==> config.mk <==
export PLATFORM = sky130hd
export DESIGN_NAME = stdcore_vrser
export DESIGN_NICKNAME = d
export VERILOG_FILES = /design/src/rtl/stdcore_vrser.sv
export SDC_FILE = /design/constraint.sdc
export NUM_CORES = 1
export LEC_CHECK = 0
export BUFFER_PORTS_ARGS = -buffer_cell sky130_fd_sc_hd__buf_2
export CAP_MARGIN = 15
export CORE_MARGIN = 3
export CORE_UTILIZATION = 53
export CTS_BUF_LIST = sky130_fd_sc_hd__clkbuf_4 sky130_fd_sc_hd__clkbuf_8
export DETAILED_ROUTE_END_ITERATION = 8
export GPL_TIMING_DRIVEN = 0
export PLACE_DENSITY = 0.87
export SETUP_SLACK_MARGIN = 0.05
export SLEW_MARGIN = 20
export SYNTH_ARGS = -nofsm -noshare
export SYNTH_HDL_FRONTEND = slang
export SYNTH_SLANG_ARGS = --single-unit
==> constraint.sdc <==
create_clock -name clk_i -period 3.3 [get_ports clk_i]
set_clock_uncertainty 0.2 [all_clocks]
set_input_delay 0.66 -clock clk_i [delete_from_list [all_inputs] [get_ports clk_i]]
set_output_delay 0.66 -clock clk_i [all_outputs]
set_load 0.005 [all_outputs]
==> src/rtl/stdcore_vrser.sv <==
// Val/rdy width-down serializer: one wide word of up to N beats in, DW-bit beats out,
// beat 0 first, with a last-beat marker. Synchronous active-high reset.
module stdcore_vrser #(
  parameter int unsigned DW = 8,
  parameter int unsigned N  = 4,
  parameter int unsigned LW = 3
) (
  input  logic            clk_i,
  input  logic            rst_i,
  input  logic [N*DW-1:0] p_i,
  input  logic [LW-1:0]   p_len_i,
  input  logic            p_val_i,
  output logic            p_rdy_o,
  output logic [DW-1:0]   c_o,
  output logic            c_last_o,
  output logic            c_val_o,
  input  logic            c_rdy_i
);

  logic [N*DW-1:0] hold_q, hold_d;
  logic [LW-1:0]   idx_q, idx_d;
  logic [LW-1:0]   len_q, len_d;
  logic            busy_q, busy_d;

  logic [LW-1:0]   eff_len;
  logic            accept;
  logic            xfer;

  // Lengths of 0 or beyond N saturate to a full word.
  always_comb begin
    if ((p_len_i == '0) || (p_len_i > LW'(N))) begin
      eff_len = LW'(N);
    end else begin
      eff_len = p_len_i;
    end
  end

  always_comb begin
    c_o = '0;
    for (int unsigned k = 0; k < N; k++) begin
      if (idx_q == LW'(k)) begin
        c_o = hold_q[k*DW +: DW];
      end
    end
  end

  assign c_val_o  = busy_q;
  assign c_last_o = busy_q && (idx_q == (len_q - LW'(1)));
  assign p_rdy_o  = !rst_i && (!busy_q || (c_rdy_i && c_last_o));
  assign accept   = p_val_i && p_rdy_o;
  assign xfer     = c_val_o && c_rdy_i;

  // An accept while busy can only coincide with the last-beat transfer, so a reload
  // takes priority over the idx/busy update.
  always_comb begin
    hold_d = hold_q;
    idx_d  = idx_q;
    len_d  = len_q;
    busy_d = busy_q;
    if (accept) begin
      hold_d = p_i;
      idx_d  = '0;
      len_d  = eff_len;
      busy_d = 1'b1;
    end else if (xfer) begin
      if (c_last_o) begin
        busy_d = 1'b0;
      end else begin
        idx_d = idx_q + LW'(1);
      end
    end
  end

  always_ff @(posedge clk_i) begin
    if (rst_i) begin
      hold_q <= '0;
      idx_q  <= '0;
      len_q  <= '0;
      busy_q <= 1'b0;
    end else begin
      hold_q <= hold_d;
      idx_q  <= idx_d;
      len_q  <= len_d;
      busy_q <= busy_d;
    end
  end

endmodule

* Yosys cells after proc, flatten, opt, wreduce, memory -nomap -nowiden
Index checks and enable logic that the tools add are counted.
** Operators by class
- $add $sub $neg :: 2
- $lt $le $gt $ge :: 1
- Eq/ne operators :: 4
- Mux-type cells :: 8
- Bitwise gates (word level) :: 1
- Reductions and logical operators :: 16
** Operators by type and width (count)
- two-way mux 8 bit :: 4
- == test 3 x 2 -> 1 bit (second input constant) :: 2
- zero test 3 bit :: 2
- logical AND 1 bit :: 5
- AND reduction 2 bit :: 2
- nonzero test 2 bit :: 2
- adder 3 x 1 -> 3 bit (second input constant) :: 1
- == test 3 x 1 -> 1 bit (second input constant) :: 1
- == test 3 bit :: 1
- greater-than comparator 3 bit (second input constant) :: 1
- two-way mux 1 bit :: 3
- two-way mux 3 bit :: 1
- subtractor 3 x 1 -> 3 bit (second input constant) :: 1
- zero test 1 bit :: 2
- logical OR 1 bit :: 2
- OR reduction 2 bit :: 1
- inverter 1 bit :: 1
** Storage, ports and cells
- Register bits after elaboration :: 39
- Output and inout bits :: 11

* Longest topological paths before layout
- Depth after elaboration :: 9
- Depth in mapped cells :: 8

* Worst setup path after synthesis
OpenSTA, ideal clock, no wires.
- Path kind :: reg-to-output
- Start :: reg idx_q[1]
- End :: out c_o[5]
- Data arrival time :: 1.466 ns
- Required time :: 2.440 ns
- Setup slack :: 0.974 ns
- Stages on the path, launching flop included :: 8
- Path buffers :: 1
- Path through :: dfxtp_1 inv_1 ha_1 clkbuf_1 and3b_1 a21oi_1 o21ai_0 a22o_1
** Between the ends
- Word-level cells in the longest chain between the ends :: 5
- Elaborated cells on any way between the ends :: 8
- Classes of those cells :: 3 x eq/ne; 4 x mux; 1 x reduce/logical
** Ends and longest elaborated chain
- from (decl) :: line 21 : logic [LW-1:0] idx_q, idx_d;
- from (signal assigned) :: line 82 : idx_q <= idx_d;
- zero test 3 bit :: line 41 : if (idx_q == LW'(k)) begin
- two-way mux 8 bit (3 in series) :: line 41
- two-way mux 8 bit (*) :: line 41
- to (decl) :: line 14 : output logic [DW-1:0] c_o,
Every way passes the cells marked *; elsewhere a longest branch is shown, timed or not.

* Worst setup path after layout
- Start :: reg idx_q[0]
- End :: out c_o[4]
The elaborated chain is that of the path after synthesis.

==> impl_metrics.csv <==
group,metric,value,unit
run_status,status,"finished, final reports clean",
critical_path,r2r_slack,670,ps
clock_network,cts.htree.levels,2,
route,viasPerCell,5.343,
route,routedWlPerCell,13.26,um
floorplan,die_w,63.80,um
pwr,p_per_area,426.8,nW/um2
clock_network,clk_latency,340,ps
yosys,ys_ff_latch,39,
sta,report.final.slew_viol_count,0,
yosys,synth.avg_cell_area,10.17,um2
min_path,worstHoldPathType,"register to register",
floorplan,die-area,4070,um2
yosys,syn_area,1770,um2
layout,finalInstanceArea,2125,um2
layout,fin_nets,275,
global_routing,gr-usage-all-layers,0.1841,
placed_design,pre_cts_slack,598.6,ps
critical_path,crit_end,"c_o[4]",
yosys,synthDistinctLibCells,31,
critical_path,cp-startpoint,"idx_q[0]",
route,vias,1464,
critical_path,r2r-start,"len_q[0]",
floorplan,die_y,63.80,um
floorplan,num_rows,20,
layout,n_antenna_cell,0,
route,first_pass_iters,4,
layout,syn_to_final_growth,20.00,%
clock_network,cts_root_buffer,"clkbuf_4",
critical_path,cp.required,2440,ps
layout,drive_above_1_share,0.2870,
pwr,ir_drop,0.3026,mV
critical_path,critPathMaxFanout,9,
global_routing,grt_pass1_vias,1341,
global_routing,grt_start_max_net_pins,12,
global_routing,grt_overflow,0,
global_routing,grt_first_pass_wirelength,5.871,mm
sta,worstMarginPinSlew,538.2,ps
yosys,synth_cells,174,
job,max_cap_violations,0,
critical_path,reg2reg_depth,7,
placed_design,portBuffers,48,
sta,rsz0062_at_grt,"no",
yosys,syn_nets,220,
placed_design,post_dp_cell_area,2066,um2
clock_network,path_clk_slew,100,ps
clock_network,cts_buffer_depth,2,
pwr,p_leak,0.9967,nW
sta,fin_crit,2954,ps
sta,fmax,338.6,MHz
yosys,yosysWarnings,0,
critical_path,setup.worst_path.start_class,"register",
sta,fin_tns_setup,0,ps
critical_path,path_class,"register to primary output",
sta,setup_ws,346.5,ps
placed_design,finalWeightedCongestion,0.7529,
layout,fillers,241,
sta,post-route-period-util,0.8950,
critical_path,regToRegEndpoint,"hold_q[10]",
route,antenna_left,0,
floorplan,io_pins,50,
clock_network,cts.sinks,39,
floorplan,initial_core_util,0.5660,
floorplan,fp.coreArea,3128,um2
clock_network,hold_buffers,0,
sta,setup_viol,0,
clock_network,cts_tree,"done",
route,first_iter_violations,108,
sta,slew-limit-headroom,0.6400,
route,drc,0,
yosys,yosysSeqAreaShare,0.4410,
clock_network,numCtsBuffers,5,
global_routing,antenna_found_initial,0,
route,wl,3.633,mm
sta,timing.final.hold_violations,0,
critical_path,worstPathArrival,2090,ps
critical_path,end_kind,"primary output",
placed_design,dpl.hpwl,2.747,mm
-- layout make-up --
cell class                      instances  area [um2]  area share
Timing Repair Buffer                   48       240.2      0.1131
Clock inverter                          1       5.005    0.002356
Sequential cell                        39       780.7      0.3675
Tap cell                               44       55.05     0.02591
Multi-Input combinational cell        117       905.9      0.4264
Inverter                                7       26.28     0.01237
Buffer                                 11       58.81     0.02768
Clock buffer                            7       52.55     0.02473
-- report_power, final --
part           leakage, nW  internal (W)  switching, W
registers            0.320      0.000499     0.0000180
logic                0.641     0.0000772     0.0000676
clock network       0.0361     0.0000995      0.000146
total                0.997      0.000676      0.000231
-- cells in the final DEF, fill, tap and decap left out, types with 2 or more instances in the layout --
cell type and instances:
nand2_1 10, nand3b_1 2, xnor2_1 2, a22o_1 40
dfxtp_1 39, buf_2 52, o21ai_0 9, nor2_1 8
ha_1 7, nand2b_1 3, clkbuf_4 7, xor2_1 2
a21oi_1 11, inv_1 7, clkbuf_1 2, buf_4 3
and3b_1 8, a31oi_1 2
-- state kept, by name, summed over array words and instances, names as in the netlist --
signal / flops
c_val_o: 1
hold_q: 32
idx_q: 3
len_q: 3
-- per-layer routing --
layer | track usage | vias to the layer above | wire length, um
met5 | 0 | - | 0
met4 | 0.04852 | 0 | 37
met3 | 0.07557 | 4 | 270
met2 | 0.2761 | 60 | 1623
met1 | 0.2437 | 643 | 1702
li1 | - | 757 | -
-- critical path, cell delays in order (launching register included) --
cell and delay, ps:
dfxtp_1 390, ha_1 230, ha_1 170, clkbuf_1 200, nor2_1 450, a22o_1 210
buf_2 110
-- what timing repair did --
| action | CTS | global route |
|---|---|---|
| resized for setup | 0 | 2 |
| setup endpoints to repair | 0 | 2 |
| hold endpoints to repair | 0 | 0 |
| buffers inserted | 0 | 0 |
-- cell usage after synthesis --
cell type / n / area, um2
nor2b_1: 1 / 6.260
or3_1: 1 / 6.260
nor4_1: 1 / 6.260
o41ai_4: 1 / 27.53
xor3_1: 1 / 23.77
and3b_1: 8 / 70.07
clkbuf_1: 3 / 11.26
nor3_1: 1 / 5.000
dfxtp_1: 39 / 780.8
xor2_1: 2 / 17.52
a41oi_1: 1 / 8.760
buf_1: 1 / 3.750
nand2b_1: 3 / 18.77
xnor3_1: 1 / 22.52
a2111oi_0: 1 / 8.760
mux2i_1: 1 / 10.01
buf_4: 3 / 22.52
a21oi_1: 11 / 55.05
ha_1: 7 / 87.58
buf_2: 4 / 20.02
xnor2_1: 2 / 17.52
nand3b_1: 2 / 15.01
nor2_1: 8 / 30.03
a31oi_1: 2 / 12.51
or2_2: 1 / 6.260
o311a_1: 1 / 10.01
nand2_1: 10 / 37.54
a211oi_1: 1 / 7.510
a22o_1: 40 / 350.3
o21ai_0: 9 / 45.04
inv_1: 7 / 26.28
-- stage by stage --
stage,instances,hold WS (ps),power (W),util
2_1_floorplan,174,241.7,0.0006191,-
3_3_place_gp,266,258.8,0.0006686,0.6604
3_5_place_dp,266,259.3,0.0006718,0.6604
4_1_cts,274,276.0,0.0009152,0.6788
5_1_grt,274,291.6,0.0009544,0.6792
6_report,274,279.4,0.0009067,0.6792
-- kinds of logic (layout without fill, tap and decap cells) --
logic type / count (synthesis) / after routing / synth area share
AOI/OAI and AO/OA: 67 / 67 / 0.2968
xor gates and xnor gates: 6 / 6 / 0.04594
adders and majority gates: 7 / 7 / 0.04947
buffers and inverters: 18 / 74 / 0.04735
DFF: 39 / 39 / 0.4410
muxes: 1 / 1 / 0.005654
and+or+nand+nor: 36 / 36 / 0.1138
-- worst min path at each step --
stage               slack, ps      start        end  depth (start not counted)
finish                    280   len_q[1]   len_q[1]                          2
global route              290     p_i[3]  hold_q[3]                          2
CTS                       280   len_q[1]   len_q[1]                          2
detailed placement        260   len_q[1]   len_q[1]                          2
global placement          260   len_q[1]   len_q[1]                          2
floorplan                 240  hold_q[0]  hold_q[0]                          1
Note: power is estimated with default switching activity, not from simulation.
